==> src/rtl/alu_div_seq.sv <==
// Multi-cycle 16-bit restoring divide/modulo sequencer reusing the CPU ALU (SUB only).
// Optional signed mode: define ALU_DIV_SIGNED_EN.
package alu_pkg;
  typedef enum logic [2:0] {
    ALU_ADD,
    ALU_SUB,
    ALU_AND,
    ALU_OR,
    ALU_XOR,
    ALU_SEL
  } alu_op_e;
endpackage

module alu
  import alu_pkg::*;
(
  input  logic    [15:0] a,
  input  logic    [15:0] b,
  input  alu_op_e        sel,
  input  logic           cond,
  output logic    [15:0] out
);
  always_comb begin
    out = '0;
    case (sel)
      ALU_ADD: out = b + a;
      ALU_SUB: out = b - a;
      ALU_AND: out = b & a;
      ALU_OR:  out = b | a;
      ALU_XOR: out = b ^ a;
      ALU_SEL: out = cond ? b : a;
      default: out = '0;
    endcase
  end
endmodule

module alu_div_seq
  import alu_pkg::*;
(
  input  logic        clk,
  input  logic        rst_n,
  input  logic        start,
  input  logic        op_mod,
  input  logic        signed_op,
  input  logic [15:0] dividend,
  input  logic [15:0] divisor,
  output logic        busy,
  output logic        done,
  output logic [15:0] result,
  output logic        div_zero
);
  typedef enum logic [2:0] {
    IDLE,
    NEG_A,
    NEG_B,
    RUN,
    FIX,
    DONE
  } state_e;

  state_e      state_q, state_d;
  logic [15:0] dvd_q, dvd_d;
  logic [15:0] dvs_q, dvs_d;
  logic [15:0] rem_q, rem_d;
  logic [15:0] quo_q, quo_d;
  logic [3:0]  bit_q, bit_d;
  logic        mod_q, mod_d;
  logic [15:0] res_q, res_d;
  logic        dz_q, dz_d;
  logic        fix_en;

  logic [15:0] alu_a, alu_b, alu_out;
  logic [15:0] rem_sh;
  logic        borrow;

`ifdef ALU_DIV_SIGNED_EN
  logic sgn_q, sgn_d;
  logic qneg_q, qneg_d;
  logic rneg_q, rneg_d;
  logic fix_neg;
  assign fix_en  = sgn_q;
  assign fix_neg = mod_q ? rneg_q : qneg_q;
`else
  logic unused_signed_op;
  assign unused_signed_op = signed_op;
  assign fix_en = 1'b0;
`endif

  alu u_alu (
    .a    (alu_a),
    .b    (alu_b),
    .sel  (ALU_SUB),
    .cond (1'b0),
    .out  (alu_out)
  );

  assign rem_sh = {rem_q[14:0], dvd_q[bit_q]};
  // borrow of rem_sh - divisor, from the MSBs only
  assign borrow = (~rem_sh[15] & dvs_q[15]) |
                  (~(rem_sh[15] ^ dvs_q[15]) & alu_out[15]);

  assign busy     = (state_q != IDLE);
  assign done     = (state_q == DONE);
  assign result   = res_q;
  assign div_zero = dz_q;

  always_ff @(posedge clk or negedge rst_n) begin
    if (!rst_n) begin
      state_q <= IDLE;
      dvd_q   <= '0;
      dvs_q   <= '0;
      rem_q   <= '0;
      quo_q   <= '0;
      bit_q   <= '0;
      mod_q   <= 1'b0;
      res_q   <= '0;
      dz_q    <= 1'b0;
`ifdef ALU_DIV_SIGNED_EN
      sgn_q   <= 1'b0;
      qneg_q  <= 1'b0;
      rneg_q  <= 1'b0;
`endif
    end else begin
      state_q <= state_d;
      dvd_q   <= dvd_d;
      dvs_q   <= dvs_d;
      rem_q   <= rem_d;
      quo_q   <= quo_d;
      bit_q   <= bit_d;
      mod_q   <= mod_d;
      res_q   <= res_d;
      dz_q    <= dz_d;
`ifdef ALU_DIV_SIGNED_EN
      sgn_q   <= sgn_d;
      qneg_q  <= qneg_d;
      rneg_q  <= rneg_d;
`endif
    end
  end

  always_comb begin
    state_d = state_q;
    unique case (state_q)
      IDLE: begin
        if (start) begin
          if (divisor == '0) begin
            state_d = DONE;
          end else begin
`ifdef ALU_DIV_SIGNED_EN
            state_d = signed_op ? NEG_A : RUN;
`else
            state_d = RUN;
`endif
          end
        end
      end
      NEG_A:   state_d = NEG_B;
      NEG_B:   state_d = RUN;
      RUN: begin
        if (bit_q == 4'd0) state_d = fix_en ? FIX : DONE;
      end
      FIX:     state_d = DONE;
      DONE:    state_d = IDLE;
      default: state_d = IDLE;
    endcase
  end

  always_comb begin
    alu_a = '0;
    alu_b = '0;
    unique case (state_q)
      NEG_A: alu_a = dvd_q;
      NEG_B: alu_a = dvs_q;
      RUN: begin
        alu_a = dvs_q;
        alu_b = rem_sh;
      end
      FIX:     alu_a = mod_q ? rem_q : quo_q;
      default: alu_a = '0;
    endcase
  end

  always_comb begin
    dvd_d = dvd_q;
    dvs_d = dvs_q;
    rem_d = rem_q;
    quo_d = quo_q;
    bit_d = bit_q;
    mod_d = mod_q;
    res_d = res_q;
    dz_d  = dz_q;
`ifdef ALU_DIV_SIGNED_EN
    sgn_d  = sgn_q;
    qneg_d = qneg_q;
    rneg_d = rneg_q;
`endif
    unique case (state_q)
      IDLE: begin
        if (start) begin
          dvd_d = dividend;
          dvs_d = divisor;
          mod_d = op_mod;
          rem_d = '0;
          quo_d = '0;
          bit_d = 4'hF;
`ifdef ALU_DIV_SIGNED_EN
          sgn_d = signed_op;
`endif
          if (divisor == '0) begin
            res_d = op_mod ? dividend : 16'hFFFF;
            dz_d  = 1'b1;
          end
        end
      end
`ifdef ALU_DIV_SIGNED_EN
      NEG_A: begin
        if (dvd_q[15]) dvd_d = alu_out;
        qneg_d = dvd_q[15] ^ dvs_q[15];
        rneg_d = dvd_q[15];
      end
      NEG_B: begin
        if (dvs_q[15]) dvs_d = alu_out;
      end
      FIX: begin
        res_d = fix_neg ? alu_out : alu_a;
        dz_d  = 1'b0;
      end
`endif
      RUN: begin
        rem_d        = borrow ? rem_sh : alu_out;
        quo_d[bit_q] = ~borrow;
        bit_d        = bit_q - 4'd1;
        if (bit_q == 4'd0 && !fix_en) begin
          res_d = mod_q ? rem_d : quo_d;
          dz_d  = 1'b0;
        end
      end
      default: ;
    endcase
  end
endmodule
==> config.mk <==
export PLATFORM = sky130hd
export DESIGN_NAME = alu_div_seq
export DESIGN_NICKNAME = d
export VERILOG_FILES = /design/src/rtl/alu_div_seq.sv
export SDC_FILE = /design/constraint.sdc
export NUM_CORES = 1
export LEC_CHECK = 0
export ABC_AREA = 0
export BUFFER_PORTS_ARGS = -buffer_cell sky130_fd_sc_hd__buf_2
export CAP_MARGIN = 25
export CELL_PAD_IN_SITES_DETAIL_PLACEMENT = 0
export CELL_PAD_IN_SITES_GLOBAL_PLACEMENT = 2
export CORE_UTILIZATION = 39
export DETAILED_ROUTE_END_ITERATION = 7
export GPL_TIMING_DRIVEN = 0
export MAX_ROUTING_LAYER = met4
export PLACE_DENSITY = 0.92
export SYNTH_ARGS = -nofsm -noshare
export SYNTH_HDL_FRONTEND = slang
export SYNTH_SLANG_ARGS = --single-unit
==> constraint.sdc <==
create_clock -name clk -period 7.55 [get_ports clk]
set_input_delay 1.51 -clock clk [delete_from_list [all_inputs] [get_ports clk]]
set_output_delay 1.51 -clock clk [all_outputs]
set_load 0.02 [all_outputs]
==> results.json, run 1 <==
{
  "drt_iter0_markers": 653,
  "drive_gt1_share_pct": 14.5,
  "drcViolationCount": 0,
  "path_max_fanout": 10,
  "cts_setup_buffers": 0,
  "ys.flop_type": "dfrtp_1",
  "io_pins": 56,
  "ys_top_cells_by_area": "dfrtp_1 (37%), nand2_1 (8.5%), o21ai_0 (4.9%)",
  "fp.coreArea_um2": 14800,
  "synth_edf_count": 0,
  "synth_seq_cells": 89,
  "layout_commonest_cell": "nand2_1",
  "syn-cell-area_um2": 6000,
  "die_w_um": 126,
  "synthCells": 716,
  "die_y_um": 126,
  "ys_seq_area_share_pct": 37.1,
  "yosys.area.top_type": "dfrtp_1",
  "vias_per_cell": 6.02,
  "layout.nets": 841,
  "fillers": 1478,
  "num_vias": 5847,
  "antenna_found_initial": 0,
  "reg2reg_from": "bit_q[0]",
  "multiInputGateArea_um2": 3490,
  "grt_pass1_wl_um": 32200,
  "timing.final.ws_setup_ns": 2.33,
  "synth_nets": 775,
  "yosys_warnings": 0,
  "finalWeightedCongestion": 0.960,
  "row_count": 44,
  "initial_core_util_pct": 40.7,
  "finalSetupViolCount": 0,
  "layoutNonFillerInstCount": 971,
  "clk_pin_slew_ns": 0.07,
  "hold_depth": 2,
  "hold_viol": 0,
  "drt-total-wl_um": 21100,
  "hold_start": "dvs_q[6]",
  "numClockSinks": 89,
  "reg2regPathDepth": 14,
  "synth_cell_type_count": 62,
  "synthArstFlopShare_pct": 100,
  "die-area_um2": 15900,
  "cp-end-kind": "register",
  "status": "finished, final reports clean",
  "slew_headroom_pct": 56.8,
  "post-route-period-util_pct": 69.1,
  "cts_buffers": 9,
  "clk_path_buf_depth": 2,
  "holdPathEnd": "dvs_q[6]",
  "critPathLaunchType": "register",
  "drv_slew": 0,
  "rr_endpoint": "result[7]",
  "finClkSkew_ns": 0.0141,
  "numPortBuffers": 54,
  "drv_cap": 0,
  "firstDrtPassIters": 5,
  "grt_use_total_pct": 28.2,
  "hold_path.class": "reg -> reg",
  "final_cell_mix": "nand2_1 (136), dfrtp_1 (89), o21ai_0 (59)",
  "dp.cells": 955,
  "wl_per_cell_um": 21.7,
  "hpwl_um": 16500,
  "grt_pass1_vias": 5670,
  "h-tree-depth": 3,
  "fmax_ghz": 0.192,
  "synth_area_per_cell_um2": 8.39,
  "place_ws_ns": 2.38,
  "seq_area_um2": 2230,
  "period_needed_ns": 5.22,
  "required_ns": 7.77,
  "area_growth_pct": 14.3,
  "rsz0062_at_grt": "false",
  "hold_buffers": 0,
  "netlist.area_leader.share_pct": 37.1,
  "n_antenna_cell": 0,
  "fin_tns_setup_ns": 0,
  "root_buffer": "clkbuf_16",
  "grt_overflow_total": 0,
  "cts_tree": "built",
  "final_core_util_pct": 46.5,
  "clock_latency_ns": 0.36,
  "worstSetupPathType": "reg -> reg",
  "cp.arrival_ns": 5.44,
  "grt_max_degree": 53,
  "worst_pin_slew_ns": 0.648,
  "cts_resized": 0,
  "r2r_setup_slack_ns": 2.33,
  "ant_nets": 0
}
## state kept, by name (all words and copies together) (netlist names)
name      flops
dvd_q        16
dvs_q        16
quo_q        16
rem_q        16
result       16
bit_q         4
state_q       3
div_zero      1
mod_q         1
## cell families after synthesis
group / count (synthesis) / synth area share (%)
compound gates: 213 / 22.5
xor+xnor: 11 / 1.60
fa+ha+maj: 22 / 4.71
buf+inv: 71 / 4.86
flops: 89 / 37.1
mux: 51 / 10.0
simple gates: 259 / 19.2
## layer usage
layer	global-route usage (%)	up-vias	share of wire, %
li1	-	2688	-
met1	37.4	2871	44
met2	42.2	239	45
met3	5.31	49	7.4
met4	11.8	0	3.6
met5	-	-	0
## final cells by class
class | count | share of cell area [%]
buffer | 53 | 3.26
clock buffer | 11 | 3.54
clock inverter | 5 | 1.24
inverter | 18 | 0.985
multi-input combinational | 556 | 50.8
sequential | 89 | 32.5
tap | 184 | 3.35
timing repair buffer | 55 | 4.38
## cells in the mapped netlist (all sizes together) (8+ instances only)
cell    count
nor2b       8
xnor2       9
and3       15
mux2       22
o21ai      78
inv        18
nand3      22
ha         21
mux2i      24
a21oi      49
a22oi      16
or3         9
o22ai      15
clkbuf     39
nand2     137
dfrtp      89
nor2       44
buf        14
o21a       12
## worst max-delay path by stage
stage / to / start / cells after the start / slack, ns
2_1_floorplan: result[4] / bit_q[0] / 14 / 3.57
3_3_place_gp: result[8] / bit_q[0] / 14 / 2.48
3_5_place_dp: result[7] / bit_q[0] / 14 / 2.38
4_1_cts: result[7] / bit_q[0] / 14 / 2.36
5_1_grt: result[8] / bit_q[0] / 14 / 2.10
6_report: result[7] / bit_q[0] / 14 / 2.33
## per-stage QoR
stage / area, um2 / hold slack [ns]
floorplan: 6000 / 0.446
global placement: 6500 / 0.464
detailed placement: 6540 / 0.463
CTS: 6860 / 0.483
global route: 6860 / 0.516
finish: 6860 / 0.485
## critical path, stage by stage, from the launching register on
cell and delay, ns:
dfrtp_1 0.38, clkbuf_1 0.37, mux4_2 0.57, mux4_2 0.49
nand2_1 0.09, ha_1 0.26, nor2b_1 0.11, o31ai_1 0.45
o21ai_1 0.24, a211o_1 0.40, a2111oi_4 0.62, buf_6 0.27
mux2i_1 0.42, mux2_2 0.31, o22ai_2 0.08
Power of run 1 is left out: the tool's default activity adds up to more than one toggle a clock period on the data nets, which glitch-free logic cannot reach.
==> inputs of run 2 (changes only) <==
- CORE_UTILIZATION: 39 -> 33
- PLACE_DENSITY: 0.92 -> 0.84
- clock period: 7.55 -> 4.7 ns (I/O delays scaled with it)
==> run 2 against run 1 <==
  * First-iteration DRC count decreased by 21%
  * Global-route usage decreased by 3.5 points
  * Sequential share of layout area decreased by 0.54 points
  * Fmax increased by 16%
  * Setup slack got worse by 2.1 ns
  * Utilization decreased by 6.7 points
  * Final area increased by 1.7%
  * Critical path depth increased by 1
  * Final cell count increased by 4.4%
  * Hold slack improved by 0.0088 ns
  * Critical path type unchanged
==> results.json, run 2 (synthesis gave the netlist of run 1 again) <==
{
  "wl_per_cell_um": 21.1,
  "antenna_found_initial": 0,
  "wl_met1_um": 9850,
  "hold_viol": 0,
  "numPortBuffers": 54,
  "firstDrtPassIters": 5,
  "required_ns": 4.91,
  "io_pins": 56,
  "area_growth_pct": 16.2,
  "row_count": 48,
  "critPathLaunchType": "register",
  "grt_use_total_pct": 24.7,
  "numClockSinks": 89,
  "root_buffer": "clkbuf_16",
  "cp-end-kind": "register",
  "finalSetupViolCount": 0,
  "final_cell_mix": "nand2_1 (136), dfrtp_1 (89), o21ai_0 (59)",
  "fmax_ghz": 0.221,
  "post-route-period-util_pct": 96.1,
  "drive_gt1_share_pct": 17.5,
  "clk_pin_slew_ns": 0.07,
  "cts_buffers": 9,
  "timing.final.ws_setup_ns": 0.184,
  "place_ws_ns": -0.562,
  "num_vias": 5728,
  "die_y_um": 137,
  "die-area_um2": 18700,
  "grt_pass1_wl_um": 32700,
  "drv_cap": 0,
  "hpwl_um": 16600,
  "n_antenna_cell": 0,
  "dr_wl_met3_um": 1110,
  "h-tree-depth": 3,
  "drt_iter0_markers": 518,
  "grt_pass1_vias": 5704,
  "initial_core_util_pct": 34.2,
  "worst_pin_slew_ns": 0.765,
  "path_max_fanout": 10,
  "fp.coreArea_um2": 17500,
  "hold_path.class": "reg -> reg",
  "period_needed_ns": 4.52,
  "wl_met2_um": 9680,
  "finalWeightedCongestion": 0.900,
  "vias_per_cell": 5.65,
  "rsz0062_at_grt": "false",
  "slew_headroom_pct": 48.5,
  "ant_nets": 0,
  "cts_tree": "built",
  "drt-total-wl_um": 21400,
  "die_w_um": 137,
  "clock_latency_ns": 0.36,
  "finClkSkew_ns": 0.00987,
  "cp.arrival_ns": 4.72,
  "grt_overflow_total": 0,
  "clk_path_buf_depth": 2,
  "worstSetupPathType": "reg -> reg",
  "layout_commonest_cell": "nand2_1",
  "drv_slew": 0,
  "layout.nets": 843,
  "r2r_setup_slack_ns": 0.18,
  "drcViolationCount": 0,
  "status": "finished, final reports clean",
  "highest_layer": "met4",
  "hold_buffers": 0,
  "grt_max_degree": 49
}
[run 2: layer usage]
layer  vias up  track usage (%)
li1       2687                -
met3        44             3.07
met4         0             10.7
met5         -                -
met1      2790             32.8
met2       207             37.8
[run 2: path summary, 6_finish.rpt]
check,endpoint,depth (start not counted),from
max,result[0],15,bit_q[0]
min,dvs_q[11],2,dvs_q[11]
max reg2reg,result[0],15,bit_q[0]
min reg2reg,dvs_q[11],2,dvs_q[11]
max in group asynchronous,result[9],2,rst_n
min in group asynchronous,dvs_q[13],1,rst_n
[run 2: layout make-up]
cell class	count	area, um2
Buffer	51	233
Clock buffer	9	225
Clock inverter	7	80.1
Fill cell	1813	10600
Inverter	18	67.6
Multi-Input combinational cell	556	3530
Sequential cell	89	2230
Tap cell	225	282
Timing Repair Buffer	59	330
[run 2: through the flow]
step | setup TNS [ns] | std cells | cell area, um2 | hold WS, ns | util (%)
finish | 0 | 1014 | 6980 | 0.493 | 39.8
global route | 0 | 1014 | 6980 | 0.513 | 39.8
CTS | 0 | 1015 | 6930 | 0.496 | 39.5
detailed placement | -13.38 | 996 | 6590 | 0.480 | 37.6
global placement | -11.61 | 995 | 6560 | 0.465 | 37.4
floorplan | 0 | 716 | 6000 | 0.446 | -
[run 2: timing repair]
item	CTS	global route
gates resized for setup	3	27
endpoints found under the hold margin	0	0
setup endpoints to repair	42	39
pin swaps	1	1
buffers inserted	4	0
gates cloned	0	0
[run 2: worst max-delay path, stage by stage, from the launching register on]
cell	delay, ns
dfrtp_1	0.38
clkbuf_4	0.24
mux4_2	0.54
mux4_2	0.50
nand2_1	0.09
ha_1	0.24
nor2b_1	0.12
o31ai_4	0.31
o21ai_2	0.14
a211o_1	0.37
a2111oi_4	0.35
buf_4	0.19
buf_4	0.13
buf_4	0.23
mux2i_1	0.37
a311oi_1	0.16
Power of run 2 is left out for the same reason.
